### config.mk
export PLATFORM = sky130hd
export DESIGN_NAME = hex_scan_mux_flat
export DESIGN_NICKNAME = d
export VERILOG_FILES = /design/src/rtl/seg7_pkg.sv /design/src/rtl/hex_scan_mux_if.sv /design/src/rtl/scan_slot_timer.sv /design/src/rtl/hex_scan_mux.sv /design/src/flat_wrapper.sv
export SDC_FILE = /design/constraint.sdc
export NUM_CORES = 1
export LEC_CHECK = 0
export CAP_MARGIN = 20
export CORE_MARGIN = 4
export CORE_UTILIZATION = 29
export CTS_BUF_LIST = sky130_fd_sc_hd__clkbuf_8
export CTS_CLUSTER_SIZE = 25
export DETAILED_ROUTE_END_ITERATION = 8
export GPL_TIMING_DRIVEN = 0
export SLEW_MARGIN = 20
export SYNTH_ARGS = -nofsm -noshare
export SYNTH_HDL_FRONTEND = slang
export SYNTH_SLANG_ARGS = --single-unit
### constraint.sdc
create_clock -name clk -period 2.4 [get_ports clk]
set_clock_uncertainty 0.05 [all_clocks]
set_input_delay 0.36 -clock clk [delete_from_list [all_inputs] [get_ports clk]]
set_output_delay 0.36 -clock clk [all_outputs]
set_load 0.02 [all_outputs]
### src/rtl/seg7_pkg.sv
// Shared 7-segment constants, digit index type and anode polarity helpers.
package seg7_pkg;

  // Segment patterns are active-low, bit order g..a.
  localparam logic [6:0] SEG_OFF   = 7'h7F;
  localparam logic [6:0] SEG_MINUS = 7'h3F;
  localparam logic [6:0] SEG_ZERO  = 7'h40;

  typedef logic [1:0] digit_idx_t;

  // All anodes deasserted for the selected polarity.
  function automatic logic [3:0] an_off(input bit active_low);
    return active_low ? 4'hF : 4'h0;
  endfunction

  // Only anode idx asserted for the selected polarity.
  function automatic logic [3:0] an_sel(input digit_idx_t idx, input bit active_low);
    logic [3:0] onehot;
    onehot = 4'b0001 << idx;
    return active_low ? ~onehot : onehot;
  endfunction

endpackage

### src/rtl/hex_scan_mux_if.sv
// Digit inputs and multiplexed display outputs of the scan mux.
interface hex_scan_mux_if;
  import seg7_pkg::*;

  logic       en;
  logic [6:0] HEX3;
  logic [6:0] HEX2;
  logic [6:0] HEX1;
  logic [6:0] HEX0;
  logic [6:0] seg;
  logic [3:0] an;
  logic       frame_tick;

  modport master (
    output en, HEX3, HEX2, HEX1, HEX0,
    input  seg, an, frame_tick
  );

  modport slave (
    input  en, HEX3, HEX2, HEX1, HEX0,
    output seg, an, frame_tick
  );

endinterface

### src/rtl/scan_slot_timer.sv
// Digit slot timer: cycle counter within a slot, digit index, and the
// snapshot-load and guard-interval strobes decoded from that state.
module scan_slot_timer
  import seg7_pkg::*;
#(
  parameter int DIV   = 50000,
  parameter int BLANK = 500
) (
  input  logic       clk,
  input  logic       rst,
  input  logic       en_i,
  output digit_idx_t idx_o,
  output logic       load_o,
  output logic       blank_o
);

  localparam int               CNT_W     = $clog2(DIV);
  localparam logic [CNT_W-1:0] CNT_LAST  = CNT_W'(DIV - 1);
  localparam logic [CNT_W-1:0] CNT_BLANK = CNT_W'(BLANK);

  if (DIV < 2 || DIV > (1 << 20)) begin : g_bad_div
    $error("scan_slot_timer: DIV must be in 2..2^20");
  end

  if (BLANK < 1 || BLANK >= DIV) begin : g_bad_blank
    $error("scan_slot_timer: BLANK must satisfy 1 <= BLANK < DIV");
  end

  logic [CNT_W-1:0] cnt_q, cnt_d;
  digit_idx_t       idx_q, idx_d;

  // Advance the slot counter while enabled; wrap and step the digit index.
  always_comb begin
    cnt_d = cnt_q;
    idx_d = idx_q;
    if (en_i) begin
      if (cnt_q == CNT_LAST) begin
        cnt_d = '0;
        idx_d = idx_q + 2'd1;
      end else begin
        cnt_d = cnt_q + 1'b1;
      end
    end
  end

  // Slot counter and digit index state.
  always_ff @(posedge clk or posedge rst) begin
    if (rst) begin
      cnt_q <= '0;
      idx_q <= '0;
    end else begin
      cnt_q <= cnt_d;
      idx_q <= idx_d;
    end
  end

  assign idx_o   = idx_q;
  assign load_o  = en_i && (cnt_q == '0) && (idx_q == 2'd0);
  assign blank_o = (cnt_q < CNT_BLANK);

endmodule

### src/rtl/hex_scan_mux.sv
// Time-multiplexes four 7-segment patterns onto one segment bus with
// per-digit anode enables, a per-frame input snapshot and a blank guard
// at the start of each digit slot.
module hex_scan_mux
  import seg7_pkg::*;
#(
  parameter int DIV           = 50000,
  parameter int BLANK         = 500,
  parameter bit AN_ACTIVE_LOW = 1'b1
) (
  input logic           clk,
  input logic           rst,
  hex_scan_mux_if.slave bus
);

  localparam logic [3:0] AN_OFF = an_off(AN_ACTIVE_LOW);

  digit_idx_t idx;
  logic       load;
  logic       blank;

  logic [6:0] snap_q [4];
  logic [6:0] seg_q, seg_d;
  logic [3:0] an_q, an_d;
  logic       tick_q;

  scan_slot_timer #(
    .DIV   (DIV),
    .BLANK (BLANK)
  ) u_timer (
    .clk     (clk),
    .rst     (rst),
    .en_i    (bus.en),
    .idx_o   (idx),
    .load_o  (load),
    .blank_o (blank)
  );

  // Capture all four digits together once per frame.
  always_ff @(posedge clk or posedge rst) begin
    if (rst) begin
      for (int k = 0; k < 4; k++) snap_q[k] <= SEG_OFF;
    end else if (load) begin
      snap_q[0] <= bus.HEX0;
      snap_q[1] <= bus.HEX1;
      snap_q[2] <= bus.HEX2;
      snap_q[3] <= bus.HEX3;
    end
  end

  // Dark while disabled or inside the guard interval, else drive the digit.
  always_comb begin
    seg_d = SEG_OFF;
    an_d  = AN_OFF;
    if (bus.en && !blank) begin
      seg_d = snap_q[idx];
      an_d  = an_sel(idx, AN_ACTIVE_LOW);
    end
  end

  // Registered display outputs and frame pulse.
  always_ff @(posedge clk or posedge rst) begin
    if (rst) begin
      seg_q  <= SEG_OFF;
      an_q   <= AN_OFF;
      tick_q <= 1'b0;
    end else begin
      seg_q  <= seg_d;
      an_q   <= an_d;
      tick_q <= load;
    end
  end

  assign bus.seg        = seg_q;
  assign bus.an         = an_q;
  assign bus.frame_tick = tick_q;

endmodule
### src/flat_wrapper.sv
// flat-port wrapper written by rule: the top's interface ports become plain ports
module hex_scan_mux_flat import seg7_pkg::*;
#(
  parameter int DIV           = 50000,
  parameter int BLANK         = 500,
  parameter bit AN_ACTIVE_LOW = 1'b1
)
  (clk, rst, bus_en, bus_HEX3, bus_HEX2, bus_HEX1, bus_HEX0, bus_seg, bus_an, bus_frame_tick);
  hex_scan_mux_if bus_i ();
  input logic clk;
  input logic rst;
  input wire logic [$bits(bus_i.en)-1:0] bus_en;
  input wire logic [$bits(bus_i.HEX3)-1:0] bus_HEX3;
  input wire logic [$bits(bus_i.HEX2)-1:0] bus_HEX2;
  input wire logic [$bits(bus_i.HEX1)-1:0] bus_HEX1;
  input wire logic [$bits(bus_i.HEX0)-1:0] bus_HEX0;
  output wire logic [$bits(bus_i.seg)-1:0] bus_seg;
  output wire logic [$bits(bus_i.an)-1:0] bus_an;
  output wire logic [$bits(bus_i.frame_tick)-1:0] bus_frame_tick;
  assign bus_i.en = bus_en;
  assign bus_i.HEX3 = bus_HEX3;
  assign bus_i.HEX2 = bus_HEX2;
  assign bus_i.HEX1 = bus_HEX1;
  assign bus_i.HEX0 = bus_HEX0;
  assign bus_seg = bus_i.seg;
  assign bus_an = bus_i.an;
  assign bus_frame_tick = bus_i.frame_tick;
  hex_scan_mux #(.DIV(DIV), .BLANK(BLANK), .AN_ACTIVE_LOW(AN_ACTIVE_LOW)) u_core (.clk(clk), .rst(rst), .bus(bus_i));
endmodule
==> flow_summary.toml <==
[sta]
finalHoldViolations = 0
slew_violations = 0
fin_crit_ns = 2.23
fmax_mhz = 448
fin_crit_sh_pct = 93.1
finalSetupTns_ns = 0
setup_viol = 0
slew_headroom_pct = 53.2
worst-slew-pin-transition_ns = 0.702
rsz0062_at_grt = "no"

[grt]
grt.total_usage_pct = 10.0
grt_overflow_total = 0
grt_max_degree = 59
grt_pass1_wl_um = 8560
grt_pass1_vias = 1724
antenna_found_initial = 0

[routing]
via_count = 1679
drtIter0Drc = 128
wl_per_cell_um = 14.4
wirelength_um = 5310
postRouteAntennaNets = 0
vias_per_cell = 4.56
drtPass1Iterations = 4
drc_errors = 0

[synth]
synth_top_family_by_area = "multiplexers"
ys_seq_elements = 58
synth_xor_area_share_pct = 3.85
syn_area_mm2 = 0.00273
yosys-mux-area-fraction_pct = 21.2
synth_cell_types = 33
synth_compound_area_share_pct = 1.70
synth_flop_cell = "dfstp_2"
netlist.top_cell.by_area = "dfstp_2"
synthArstFlopShare_pct = 100
synth_edf_count = 0
syn_nets = 233
synthTopCellsByArea = "dfstp_2, dfrtp_1, mux2_4"
yosys.area_share.simple_pct = 11.9
syn_area_per_cell_um2 = 13.9
ys_warn_count = 0
synth_most_common_cell = "dfstp_2"
yosys.area.top_type_share_pct = 37.6
seq_area_frac_synth_pct = 55.0
syn_inst = 196
synth_top_cells_by_count = "dfstp_2, mux2_4, dfrtp_1, nand2_1, nor2_1"
yosys.area_share.adder_pct = 2.75

[clock_network]
clock_latency_ns = 0.33
clock-sinks = 58
ctsHoldBuffers = 0
cts_root_buf = "clkbuf_8"
path_clk_slew_ns = 0.06
cts_tree = "yes"
cts_made_buffers = 9
clock_path_buffers = 2
cts_max_level = 3

[floorplanning]
die_y_um = 105
dieArea_mm2 = 0.0110
num_io_pins = 43
start_util_pct = 29.7
fp.dieW_um = 105
core_area_mm2 = 0.00920
row_count = 35

[pwr]
p_leak_nw = 1.41
ir_drop_uv = 254
p_int_mw = 1.52
power_mw = 2.08
p_seq_share_pct = 52.4
swShare_pct = 26.8
power.density_mw_per_mm2 = 595
power_frac_clock_pct = 37.1
p_sw_mw = 0.558
combPwrFrac_pct = 10.6

[setup_path]
crit_family = "buffers and inverters"
cp_slowest_cell = "clkbuf_1"
slowest_delay_ns = 0.45
worstPathArrival_ns = 2.44
crit_chain = "clkbuf_1 > inv_1 > ha_1 > nand4_1 > nor3_4 > buf_12 > buf_12 > mux2_4"
worstPathRequired_ns = 2.61
critPathMaxFanout = 10
critPathCaptureType = "flop"
worst_setup_path_start_kind = "flop"
critPathBufInv = 4
worstSetupPathType = "reg2reg"
cpMostUsedCell = "buf_12"

[finish]
final_net_count = 289
utilization_pct = 38.0
seqCellArea_mm2 = 0.00150
diodes = 0
multi_input_comb_area_mm2 = 0.00113
drive_above_1_share_pct = 39.7
syn2layout_area_growth_pct = 28.1
num-fill-cells = 906

[run]
drv_cap = 0

[min_path]
min_path_type = "in2reg"

[placed_design]
place_hpwl_um = 3630
place.gp.congestion = 0.722
port_buffers = 41

[outcome]
status = "finished, final reports clean"
==> flip-flops by register name, summed over array words and instances, names as in the netlist <==
register and flops:
u_core.bus.an 4, u_core.bus.frame_tick 1, u_core.bus.seg 7, u_core.u_timer.cnt_q 16
u_core.u_timer.idx_o 2, u_core.snap_q 28
==> final cells by class <==
type                    instances  area share, %
multi-input cells             123           32.4
flip-flops and latches         58           42.9
repair buffers                 45           13.0
inverters                       7          0.823
plain buffers                   8           2.08
clock buffers                  10           3.94
clock inverters                 6          0.931
well taps                     111           3.97
==> cells in the final DEF (no fill, tap or decap), types with 2 or more instances in the layout <==
cell type	netlist	routed
clkdlybuf4s50_1	0	41
dfstp_2	39	39
mux2_4	20	20
dfrtp_1	19	19
nand2_1	14	14
nor2_1	11	11
clkbuf_8	0	10
mux2_2	9	9
xnor2_1	8	8
inv_1	7	7
mux4_2	7	7
nand2b_1	7	7
nor3_1	6	6
nand4_1	6	6
ha_1	6	6
o21ai_0	4	4
nand3_1	4	4
xor2_1	4	4
clkbuf_1	4	3
buf_12	2	3
and4_1	3	3
clkinv_2	0	3
buf_4	0	3
inv_4	0	2
nor4bb_1	2	2
mux2i_1	2	2
==> power by group through the flow <==
| stage | sequential (mW) | combinational [mW] | clock [mW] |
|---|---|---|---|
| global route | 1.10 | 0.247 | 0.841 |
| CTS | 1.09 | 0.221 | 0.808 |
| floorplan | 1.09 | 0.138 | 0 |
| finish | 1.09 | 0.220 | 0.771 |
| detailed placement | 1.10 | 0.220 | 0 |
| global placement | 1.10 | 0.212 | 0 |
==> kinds of logic (layout without fill, tap and decap cells) <==
group,after synthesis,after routing
adder cells (fa/ha/maj),6,6
multiplexers,38,38
buffers and inverters,15,76
AO/OA/AOI/OAI,8,8
XOR/XNOR,12,12
flip-flops,58,58
AND/OR/NAND/NOR,59,59
==> layer usage <==
metal,up-vias,part of all wire (%),wire (µm),global-route usage (%)
li1,805,-,-,-
met1,832,46,2430,12.5
met2,30,49,2580,16.0
met3,12,2.7,141,1.79
met4,0,2.9,154,6.47
met5,-,0,0,0
==> timing repair <==
item                       4_1_cts  5_1_grt
pin swaps                        1        0
setup endpoints to repair       28       23
gates resized for setup          0        2
buffers inserted                 4        0
==> metrics by stage <==
stage	worst slack [ns]	instances	hold slack (ns)	area [µm²]
floorplan	0.247	196	0.415	2730
global placement	-0.476	348	0.438	3280
detailed placement	-0.201	348	0.447	3280
CTS	0.0826	368	0.283	3490
global route	0.0305	368	0.328	3490
finish	0.166	368	0.306	3490
==> worst register-to-register path, cell delays in order (launching register included) <==
cell and delay (ns):
dfrtp_1 0.37, clkbuf_1 0.45, inv_1 0.19, ha_1 0.29, nand4_1 0.17, nor3_4 0.06
buf_12 0.14, buf_12 0.14, mux2_4 0.30
==> worst paths after layout <==
| path | endpoint | slack, ns | cells past startpoint | startpoint |
|---|---|---|---|---|
| worst max-delay path | u_core.snap_q[0]$_DFFE_PP1P_ | 0.17 | 8 | u_core.u_timer.idx_o[0]$_DFFE_PP0P_ |
| worst min-delay path | u_core.u_timer.cnt_q[0]$_DFFE_PP0P_ | 0.31 | 2 | bus_en |
| worst max register to register | u_core.snap_q[0]$_DFFE_PP1P_ | 0.17 | 8 | u_core.u_timer.idx_o[0]$_DFFE_PP0P_ |
| worst min register to register | u_core.u_timer.cnt_q[7]$_DFFE_PP0P_ | 0.46 | 1 | u_core.u_timer.cnt_q[7]$_DFFE_PP0P_ |
| max in group asynchronous | u_core.u_timer.cnt_q[3]$_DFFE_PP0P_ | 1.38 | 2 | rst |
| min in group asynchronous | u_core.u_timer.cnt_q[11]$_DFFE_PP0P_ | 0.46 | 2 | rst |
Note: power is estimated with default switching activity, not from simulation.
